==> config.mk <==
export PLATFORM = sky130hd
export DESIGN_NAME = uart_rx
export DESIGN_NICKNAME = d
export VERILOG_FILES = /design/src/rtl/uart_rx.sv
export SDC_FILE = /design/constraint.sdc
export NUM_CORES = 1
export LEC_CHECK = 0
export ABC_AREA = 1
export ABC_CLOCK_PERIOD_IN_PS = 7000
export BUFFER_PORTS_ARGS = -buffer_cell sky130_fd_sc_hd__buf_2
export CORE_MARGIN = 1.5
export CORE_UTILIZATION = 44
export DETAILED_ROUTE_END_ITERATION = 10
export PLACE_DENSITY = 0.71
export SETUP_SLACK_MARGIN = 0.1
export SLEW_MARGIN = 0
export SYNTH_ARGS = -nofsm -noshare
export SYNTH_HDL_FRONTEND = slang
export SYNTH_SLANG_ARGS = --single-unit
==> constraint.sdc <==
create_clock -name clk_i -period 7 [get_ports clk_i]
set_input_delay 0.7 -clock clk_i [delete_from_list [all_inputs] [get_ports clk_i]]
set_output_delay 0.7 -clock clk_i [all_outputs]
set_load 0.005 [all_outputs]
==> src/rtl/uart_rx.sv <==
// 8N1 UART receiver: 2-flop line synchronizer, runtime bit period,
// registered one-cycle done / framing-error pulses.
module uart_rx (
    input  logic        clk_i,
    input  logic        rst_ni,
    input  logic        rx_en,
    input  logic [15:0] CLKS_PER_BIT,
    input  logic        i_RX_Serial,
    output logic [7:0]  o_RX_Byte,
    output logic        o_RX_Done,
    output logic        o_RX_Frame_Err
);

    typedef enum logic [2:0] {
        IDLE         = 3'd0,
        RX_START_BIT = 3'd1,
        RX_DATA_BITS = 3'd2,
        RX_STOP_BIT  = 3'd3,
        CLEANUP      = 3'd4
    } state_t;

    state_t      r_state;
    logic        r_rx_meta;
    logic        r_rx_s;
    logic [15:0] r_cnt;
    logic [15:0] r_cpb;
    logic [2:0]  r_idx;
    logic [7:0]  r_shift;
    logic [15:0] w_half;
    logic [15:0] w_last;

    assign w_last = r_cpb - 16'd1;
    assign w_half = w_last >> 1;

    always_ff @(posedge clk_i) begin
        if (!rst_ni) begin
            r_rx_meta <= 1'b1;
            r_rx_s    <= 1'b1;
        end else begin
            r_rx_meta <= i_RX_Serial;
            r_rx_s    <= r_rx_meta;
        end
    end

    always_ff @(posedge clk_i) begin
        if (!rst_ni) begin
            r_state        <= IDLE;
            r_cnt          <= 16'd0;
            r_cpb          <= 16'd0;
            r_idx          <= 3'd0;
            r_shift        <= 8'h00;
            o_RX_Byte      <= 8'h00;
            o_RX_Done      <= 1'b0;
            o_RX_Frame_Err <= 1'b0;
        end else begin
            o_RX_Done      <= 1'b0;
            o_RX_Frame_Err <= 1'b0;
            case (r_state)
                IDLE: begin
                    r_cnt <= 16'd0;
                    r_idx <= 3'd0;
                    if (rx_en && !r_rx_s) begin
                        r_cpb   <= CLKS_PER_BIT;
                        r_state <= RX_START_BIT;
                    end
                end
                RX_START_BIT: begin
                    if (!rx_en) begin
                        r_state <= IDLE;
                    end else if (r_cnt == w_half) begin
                        r_cnt   <= 16'd0;
                        // High at mid start bit means a glitch, not a frame
                        r_state <= r_rx_s ? IDLE : RX_DATA_BITS;
                    end else begin
                        r_cnt <= r_cnt + 16'd1;
                    end
                end
                RX_DATA_BITS: begin
                    if (!rx_en) begin
                        r_state <= IDLE;
                    end else if (r_cnt == w_last) begin
                        r_cnt          <= 16'd0;
                        r_shift[r_idx] <= r_rx_s;
                        r_idx          <= r_idx + 3'd1;
                        if (r_idx == 3'd7) begin
                            r_state <= RX_STOP_BIT;
                        end
                    end else begin
                        r_cnt <= r_cnt + 16'd1;
                    end
                end
                RX_STOP_BIT: begin
                    if (!rx_en) begin
                        r_state <= IDLE;
                    end else if (r_cnt == w_last) begin
                        r_cnt   <= 16'd0;
                        r_state <= CLEANUP;
                        if (r_rx_s) begin
                            o_RX_Byte <= r_shift;
                            o_RX_Done <= 1'b1;
                        end else begin
                            o_RX_Frame_Err <= 1'b1;
                        end
                    end else begin
                        r_cnt <= r_cnt + 16'd1;
                    end
                end
                CLEANUP: begin
                    r_state <= IDLE;
                end
                default: begin
                    r_state <= IDLE;
                end
            endcase
        end
    end

endmodule

==> results by group, run 1 <==
Run status
  – Outcome: completed

Worst setup path
  – Worst path most repeated cell: nand2_1
  – Critical Path Fanout Max: 13
  – CP Capture Type: flop
  – RR Endpoint: r_cnt[0]
  – Startpoint Class: flop
  – Worst R2R Path Depth: 15
  – CP cell instances: inv_2 -> ha_1 -> nand2_4 -> nor2_8 -> nand2_1 -> nand2_1 -> nand3_1 -> nand2_1 -> nand3_1 -> nor2_2 -> nand2_1 -> nand2_1 -> nand3_1 -> nand2_1 -> a21oi_1
  – R2r startpoint: r_cpb[0]
  – Slowest stage delay, CP: 0.38 ns
  – Crit-path slowest cell: nand3_1
  – Worst EP required: 7.21 ns
  – Number of buffer and inverter stages on the critical path: 1
  – Critical Path Source: r_cpb[0]
  – Worst path depth: 15
  – Flop2flop setup slack: 4.37 ns
  – Crit path max-delay family: simple AND/OR/NAND/NOR gates
  – Setup Crit Path Kind: reg2reg
  – CP arrival: 2.84 ns

Timing
  – Fin crit share: 0.375
  – Min Clock Period, post-route: 2.63 ns
  – Final Skew: 0.0179 ns
  – Worst slew pin tran: 0.852 ns
  – Final setup viols: 0
  – Final hold violation count: 0
  – Slew Viols, Final: 0
  – Slew margin rel.: 0.432
  – Max Fclk: 0.381 GHz
  – RSZ-0062 raised after global routing: no
  – Setup TNS: 0 ns

Routing
  – # DRC: 0
  – Drt total wl: 9640 um
  – Vias after detailed routing: 3,904
  – Drt first-iter violations: 195
  – Wire per inst: 12.9 um
  – ANT nets after route: 0
  – Drt pass-1 iters: 5
  – Via/cell ratio: 5.21

Placed design
  – DPL Wire Length: 7270 um
  – Port bufs: 29
  – Gp weighted congestion: 0.897
  – Placed Area: 3900 um^2

Global routing
  – Initial antenna violation count: 0
  – First-pass GRT wire length: 16,300 um
  – Total gr overflow: 0
  – Largest net degree at the start of global routing: 52
  – Vias in the first global route: 3,604
  – Total track usage: 0.230

Floorplan
  – Die Wd: 94.7 um
  – CORE AREA: 8180 um^2
  – Die Footprint: 8960 um^2
  – # IOs: 30
  – Die Height: 94.7 um
  – Initial Util: 0.452
  – Row cnt: 33

Power and ir drop
  – VDD IR max: 0.107 mV
  – Leak: 1.94 nW
  – Sw power: 0.439 mW
  – Clk network pwr share: 0.297
  – Logic pwr share: 0.358
  – Register share of total power: 0.346
  – Cell-internal power: 0.645 mW
  – Power per cell area: 264 nW/um^2
  – Switching share of total power: 0.405

Cells and area
  – Layout area overhead: 11.1%
  – Fin area: 4110 um^2
  – Most frequent cells in the layout: 152 x nand2_1, 91 x inv_1, 80 x nand3_1
  – Antenna cell count: 0
  – Layout cells sized above 1: 0.107
  – Most common cell after layout, fill and taps aside: nand2_1
  – FILL cells: 883
  – Flip-flop and latch area: 1160 um^2
  – Nets: 664
  – Area of the multi-input gates: 2120 um^2

Synthesis
  – Area leader, netlist: dfxtp_1
  – Synth top area cells: dfxtp_1 31%, nand2_1 15%, nand3_1 11%, inv_1 9.2%, nor2_1 7.8%
  – Post-Syn Area: 3700 um^2
  – Syn nets: 636
  – Synth unique cells: 30
  – Sequential fraction of the synthesis area: 0.314
  – YS warnings: 0
  – Avg Cell Area, Syn: 6.04 um^2
  – Synth Register Bits: 58
  – Mapped Cells: 612
  – Top-area cell type share of the netlist area: 0.314

Hold path
  – WHS Path Cells: 1
  – Min-delay worst type: reg2reg
  – Hold Startpoint: r_rx_meta
  – Hold worst-path end: r_rx_s

CTS
  – H-tree depth: 3
  – Root Driver: clkbuf_8
  – Post-CTS Setup Bufs: 0
  – Latest clock arrival within the worst-skew pair: 0.34 ns
  – PostCTS Resize Cnt: 0
  – CTS clk-pin slew, worst paths: 0.08 ns
  – Clk buf depth: 2
  – CTS tree: yes
  – Cts bufs inserted: 9
  – Hold buffers post-CTS: 0
  – Clock sink count: 58

Run
  – Max_cap viols: 0
flip-flops by register name (all words and copies together), names as in the netlist:
signal          cells
r_state             3
r_rx_meta           1
r_shift             8
r_cpb              16
o_RX_Byte           8
o_RX_Frame_Err      1
o_RX_Done           1
r_cnt              16
r_rx_s              1
r_idx               3
synthesized netlist by cell type (all sizes together):
| library cell | number |
|---|---|
| clkbuf | 5 |
| inv | 93 |
| o22ai | 1 |
| nand2 | 159 |
| buf | 7 |
| dfxtp | 58 |
| xor2 | 4 |
| nand3 | 81 |
| ha | 4 |
| nor4 | 1 |
| nand4 | 20 |
| o21ai | 41 |
| nand3b | 3 |
| a21oi | 33 |
| nor3 | 7 |
| or2 | 3 |
| and2 | 2 |
| nor3b | 1 |
| nor2 | 89 |
area by class of cell:
class                           instances  share of cell area
Inverter                               93              0.0850
Clock inverter                          6              0.0158
Sequential cell                        58               0.283
Tap cell                              105              0.0320
Timing Repair Buffer                   29              0.0353
Clock buffer                           10              0.0335
Multi-Input combinational cell        449               0.516
routing by layer:
| layer | wire length (um) | track usage |
|---|---|---|
| met1 | 4540 | 0.299 |
| met2 | 4390 | 0.373 |
| met3 | 464 | 0.0395 |
| met4 | 245 | 0.0995 |
| met5 | 0 | 0 |
through the flow:
| stage | hold slack [ns] | setup WS, ns | std cells | util | total power, mW |
|---|---|---|---|---|---|
| after floorplan | 0.393 | 4.78 | 612 | - | 0.685 |
| after global placement | 0.403 | 4.27 | 734 | 0.478 | 0.750 |
| after detailed placement | 0.411 | 4.27 | 734 | 0.478 | 0.760 |
| after CTS | 0.431 | 4.40 | 750 | 0.502 | 1.08 |
| after global routing | 0.459 | 4.01 | 750 | 0.502 | 1.17 |
| final | 0.429 | 4.37 | 750 | 0.502 | 1.08 |
cells by family (layout without fill, tap and decap cells):
kind of cell / count (synthesis) / count (layout) / share of synthesized area
AO/OA/AOI/OAI: 75 / 75 / 0.102
adder cells (fa/ha/maj): 4 / 4 / 0.0135
AND/OR/NAND/NOR: 366 / 366 / 0.448
flip-flops: 58 / 58 / 0.314
buffers and inverters: 105 / 138 / 0.113
XOR/XNOR: 4 / 4 / 0.00948
worst max path at each step:
stage / endpoint / slack [ns]
finish: r_cnt[0] / 4.37
global route: r_cnt[11] / 4.01
CTS: r_cnt[11] / 4.40
detailed placement: r_cnt[15] / 4.27
global placement: r_cnt[15] / 4.27
floorplan: o_RX_Byte[0] / 4.78
worst register-to-register path, delay by kind of cell, from the launching register on:
family,cells,cell delay [ns]
and+or+nand+nor,12,1.71
buffers and inverters,1,0.11
adders and majority gates,1,0.28
DFF,1,0.32
AOI/OAI and AO/OA,1,0.06
power groups by stage:
| stage | Sequential (mW) | Combinational [mW] | Clock [mW] |
|---|---|---|---|
| 2_1_floorplan | 0.375 | 0.310 | 0 |
| 3_3_place_gp | 0.381 | 0.369 | 0 |
| 3_5_place_dp | 0.381 | 0.379 | 0 |
| 4_1_cts | 0.374 | 0.382 | 0.328 |
| 5_1_grt | 0.378 | 0.445 | 0.344 |
| 6_report | 0.375 | 0.387 | 0.322 |
Power figures use the tool's default switching activity.
==> inputs of run 2 (changes only) <==
Settings changed: ABC_CLOCK_PERIOD_IN_PS 7000 to 2300, PLACE_DENSITY 0.71 to 0.73.
Clock period 7 ns to 2.3 ns, I/O delays scaled along.
==> run 2 against run 1 <==
Net effect:
- combinational power grew to 4.3 times the previous value
- wire length is 9.6% higher
- global-route usage grew 0.98 points
- via count up 4.6%
- critical endpoint is now r_shift[2]
- the run now ends with negative setup slack left
- sequential cell count is the same
- core utilization up 6.9 points
- highest routed layer unchanged
- final cell count rose by 3.5%
==> results by group, run 2 (synthesis results as in run 1) <==
Run status
  – Outcome: finished with violations
  – Failing checks: negative setup slack

CTS
  – Cts bufs inserted: 9
  – CTS clk-pin slew, worst paths: 0.07 ns
  – CTS tree: yes
  – Root Driver: clkbuf_8
  – Clk buf depth: 2
  – Latest clock arrival within the worst-skew pair: 0.36 ns
  – Clock sink count: 58
  – H-tree depth: 3
  – Hold buffers post-CTS: 0

Placed design
  – DPL Wire Length: 7390 um
  – Gp weighted congestion: 0.947
  – Port bufs: 29
  – Placed cell count: 744
  – Placed Area: 3980 um^2

Routing
  – Routed met3 length: 483 um
  – # DRC: 0
  – Wire per inst: 13.6 um
  – Drt pass-1 iters: 7
  – Via/cell ratio: 5.26
  – Drt total wl: 10,600 um
  – Uppermost layer routed: met4
  – Vias after detailed routing: 4,082
  – DRT met1 WL: 4710 um
  – Drt first-iter violations: 259
  – ANT nets after route: 0
  – Met2 wire len: 5140 um

Timing
  – Setup TNS: -0.0927 ns
  – RSZ-0062 raised after global routing: yes
  – Fin crit share: 1.02
  – Slew Viols, Final: 0
  – Slew margin rel.: 0.750
  – Min Clock Period, post-route: 2.35 ns
  – Fin worst setup slack: -0.0452 ns
  – Final setup viols: 6
  – Final Skew: 0.00811 ns
  – Max Fclk: 0.426 GHz
  – Final hold violation count: 0
  – Worst slew pin tran: 0.373 ns

Worst setup path
  – Critical Path Fanout Max: 8
  – Setup Crit Path Kind: reg2reg
  – Worst EP required: 2.55 ns
  – CP Capture Type: flop
  – Startpoint Class: flop
  – CP arrival: 2.59 ns

Cells and area
  – Nets: 690
  – Fin area: 4670 um^2
  – Most common cell after layout, fill and taps aside: nand2_1
  – Most frequent cells in the layout: 138 x nand2_1, 90 x inv_1, 66 x nor2_1
  – Layout area overhead: 26.5%
  – Largest regs: r_cnt (16), r_cpb (16)
  – Core Util, Final: 0.572
  – Antenna cell count: 0
  – Layout cells sized above 1: 0.240
  – Cell Count, Final, Fillers Out: 776

Global routing
  – Initial antenna violation count: 0
  – Vias in the first global route: 3,774
  – Total gr overflow: 0
  – Largest net degree at the start of global routing: 33
  – Total track usage: 0.240
  – First-pass GRT wire length: 16,700 um

Floorplan
  – Initial Util: 0.452
  – Die Footprint: 8960 um^2
  – Die Height: 94.7 um
  – Row cnt: 33
  – Die Wd: 94.7 um
  – # IOs: 30
  – CORE AREA: 8180 um^2

Power and ir drop
  – Leak: 2.16 nW
  – Power per cell area: 838 nW/um^2
  – VDD IR max: 0.346 mV

Run
  – Max_cap viols: 0

Hold path
  – Min-delay worst type: in2reg
==> run 2: per-stage QoR <==
step	hold WS (ns)	worst slack, ns	power, mW
after floorplan	0.337	0.123	2.08
after detailed placement	0.408	-0.202	2.37
after global routing	0.0723	-0.141	4.16
after global placement	0.401	-0.128	2.33
after CTS	0.0621	0.0635	3.54
final	0.0623	-0.0452	3.92
==> run 2: final cells by class <==
class / instances / area [um^2]
clock inverters: 6 / 90.1
well taps: 105 / 131
clock buffers: 10 / 138
inverters: 93 / 349
repair buffers: 53 / 363
multi-input cells: 451 / 2430
flip-flops and latches: 58 / 1170
fillers: 791 / 3500
==> run 2: power breakdown <==
part           leakage (nW)  switching [mW]  total (mW)  internal, mW
Sequential            0.472          0.0855        1.15          1.07
Clock                 0.112           0.455        1.10         0.640
Combinational          1.57            1.04        1.67         0.630
==> run 2: path summary, 6_finish.rpt <==
kind,from,end,slack [ns],depth (start not counted)
setup / recovery,r_cpb[1],r_shift[2],-0.05,16
hold / removal,i_RX_Serial,r_rx_meta,0.06,2
setup reg to reg,r_cpb[1],r_shift[2],-0.05,16
hold reg to reg,r_rx_meta,r_rx_s,0.43,1
==> run 2: what timing repair did <==
item                                    CTS  global route
gates cloned                              2             1
buffers inserted                          4             9
pin swaps                                 6            32
endpoints found under the setup margin   35            40
gates resized for setup                  18            79
==> run 2: worst max-delay path, stage by stage (launching register included) <==
cell and delay (ns):
dfxtp_2 0.33, buf_6 0.11, nor2_4 0.10, nand2_4 0.09, nor2_4 0.26, nand3_1 0.16, nand2_1 0.15, nor2_1 0.07
nor2_1 0.08, nand2_1 0.06, nor2_2 0.15, nand3_2 0.15, nor2_1 0.13, buf_4 0.18, nand3_1 0.08, nand2_1 0.08
nor2_1 0.05
==> run 2: metal layers <==
| layer | vias to the layer above | track usage |
|---|---|---|
| met5 | - | 0 |
| met4 | 0 | 0.113 |
| met3 | 24 | 0.0411 |
| met2 | 107 | 0.393 |
| met1 | 1870 | 0.304 |
| li1 | 2081 | - |
==> inputs of run 3 (changes only) <==
Settings changed: RECOVER_POWER set to 25.
==> run 3 against run 2 <==
Net effect:
- the run still ends with negative setup slack left
- clock power hardly changed
- register-to-register slack hardly changed
- hold slack worse by 0.00074 ns
- maximum frequency is 0.38% lower
- largest cell class unchanged
==> results by group, run 3 (synthesis results as in run 1) <==
Worst setup path
  – Worst EP required: 2.55 ns
  – Worst R2R Path Depth: 16
  – Critical Path Fanout Max: 8
  – Worst path most repeated cell: nor2_1
  – R2r startpoint: r_cpb[1]
  – Number of buffer and inverter stages on the critical path: 2
  – CP cell instances: buf_6 -> nor2_4 -> nand2_4 -> nor2_4 -> nand3_1 -> nand2_1 -> nor2_1 -> nor2_1 -> nand2_1 -> nor2_2 -> nand3_2 -> nor2_1 -> buf_4 -> nand3_1 -> nand2_1 -> nor2_1
  – RR Endpoint: r_shift[2]
  – Startpoint Class: flop
  – Flop2flop setup slack: -0.05 ns
  – CP Capture Type: flop
  – Crit path max-delay family: simple AND/OR/NAND/NOR gates
  – Slowest stage delay, CP: 0.33 ns
  – Crit-path slowest cell: dfxtp_2
  – Setup Crit Path Kind: reg2reg
  – CP arrival: 2.60 ns

Cells and area
  – Nets: 690
  – Cell Count, Final, Fillers Out: 776
  – Antenna cell count: 0
  – Largest regs: r_cnt (16), r_cpb (16)
  – Layout cells sized above 1: 0.231
  – Most frequent cells in the layout: 138 x nand2_1, 90 x inv_1, 66 x nor2_1
  – Core Util, Final: 0.571
  – Layout area overhead: 26.3%
  – FILL cells: 793
  – Most common cell after layout, fill and taps aside: nand2_1

Run
  – Max_cap viols: 0

Routing
  – Vias after detailed routing: 4,071
  – ANT nets after route: 0
  – Via/cell ratio: 5.25
  – Wire per inst: 13.6 um
  – Drt first-iter violations: 239
  – Drt total wl: 10,600 um
  – # DRC: 0
  – Drt pass-1 iters: 7

Global routing
  – Total gr overflow: 0
  – Initial antenna violation count: 0
  – First-pass GRT wire length: 16,700 um
  – Largest net degree at the start of global routing: 33
  – Vias in the first global route: 3,774
  – Total track usage: 0.240

Power and ir drop
  – VDD IR max: 0.346 mV
  – Power, Total: 3.92 mW
  – Leak: 2.13 nW
  – Power per cell area: 839 nW/um^2

CTS
  – Latest clock arrival within the worst-skew pair: 0.36 ns
  – CTS clk-pin slew, worst paths: 0.07 ns
  – H-tree depth: 3
  – Hold buffers post-CTS: 0
  – Clock sink count: 58
  – Cts bufs inserted: 9
  – CTS tree: yes
  – Clk buf depth: 2
  – Root Driver: clkbuf_8

Placed design
  – DPL Wire Length: 7390 um
  – Gp weighted congestion: 0.947
  – Port bufs: 29
  – Placed cell count: 744

Hold path
  – Hold Startpoint: i_RX_Serial
  – Hold worst-path end: r_rx_meta
  – WHS Path Cells: 2
  – Min-delay worst type: in2reg

Floorplan
  – Die Height: 94.7 um
  – Die Footprint: 8960 um^2
  – CORE AREA: 8180 um^2
  – # IOs: 30
  – Die Wd: 94.7 um
  – Initial Util: 0.452
  – Row cnt: 33

Timing
  – Fin worst setup slack: -0.0542 ns
  – Hold_ws: 0.0616 ns
  – Min Clock Period, post-route: 2.35 ns
  – Slew margin rel.: 0.540
  – Final Skew: 0.00800 ns
  – Max Fclk: 0.425 GHz
  – Slew Viols, Final: 0
  – Final setup viols: 7
  – RSZ-0062 raised after global routing: yes
  – Fin crit share: 1.02
  – Worst slew pin tran: 0.691 ns
  – Final hold violation count: 0

Run status
  – Failing checks: negative setup slack
  – Outcome: finished with violations
## run 3: cell types whose count changed in the layout (fill, tap and decap cells not counted)
cell,previous run,this run
clkbuf_1,0,6
buf_2,29,23
## run 3: per-layer routing
metal,GRT usage,routed length [um]
met5,0,0
met3,0.0411,517
met4,0.113,224
met1,0.304,4690
met2,0.393,5150
## run 3: area by class of cell
| cell class | instances | area (um^2) | area share |
|---|---|---|---|
| inverter | 93 | 349 | 0.0748 |
| clock buffer | 10 | 138 | 0.0295 |
| timing repair buffer | 53 | 355 | 0.0761 |
| multi-input combinational | 451 | 2430 | 0.522 |
| tap | 105 | 131 | 0.0282 |
| sequential | 58 | 1170 | 0.250 |
| clock inverter | 6 | 90.1 | 0.0193 |
## run 3: worst reg2reg max path: stages (launching register included)
cell and delay [ns]:
dfxtp_2 0.33, buf_6 0.11, nor2_4 0.10, nand2_4 0.09, nor2_4 0.26, nand3_1 0.16, nand2_1 0.15, nor2_1 0.07
nor2_1 0.08, nand2_1 0.06, nor2_2 0.15, nand3_2 0.15, nor2_1 0.13, buf_4 0.18, nand3_1 0.08, nand2_1 0.08
nor2_1 0.06
## run 3: worst max path at each step
stage | depth (start not counted) | start | endpoint
floorplan | 16 | r_cpb[1] | o_RX_Byte[0]
global placement | 14 | r_cpb[1] | o_RX_Byte[5]
global route | 16 | r_cpb[1] | r_shift[2]
CTS | 14 | r_cpb[1] | o_RX_Byte[6]
detailed placement | 14 | r_cpb[1] | o_RX_Byte[6]
finish | 16 | r_cpb[1] | r_shift[2]
## run 3: timing repair
action,4_1_cts,5_1_grt
gates cloned,2,1
pin swaps,6,32
setup buffers,4,9
endpoints found under the setup margin,35,40
gates resized for setup,18,79
## run 3: stage by stage
stage          setup slack (ns)  setup TNS, ns  area, um^2
2_1_floorplan             0.123              0        3700
3_3_place_gp             -0.128         -0.953        3980
3_5_place_dp             -0.202          -1.45        3980
4_1_cts                  0.0635              0        4320
5_1_grt                  -0.153          -3.04        4670
6_report                -0.0542         -0.114        4670
## run 3: power by group
group	switching [mW]	internal [mW]
combinational	1.04	0.630
sequential	0.0855	1.07
clock	0.455	0.640
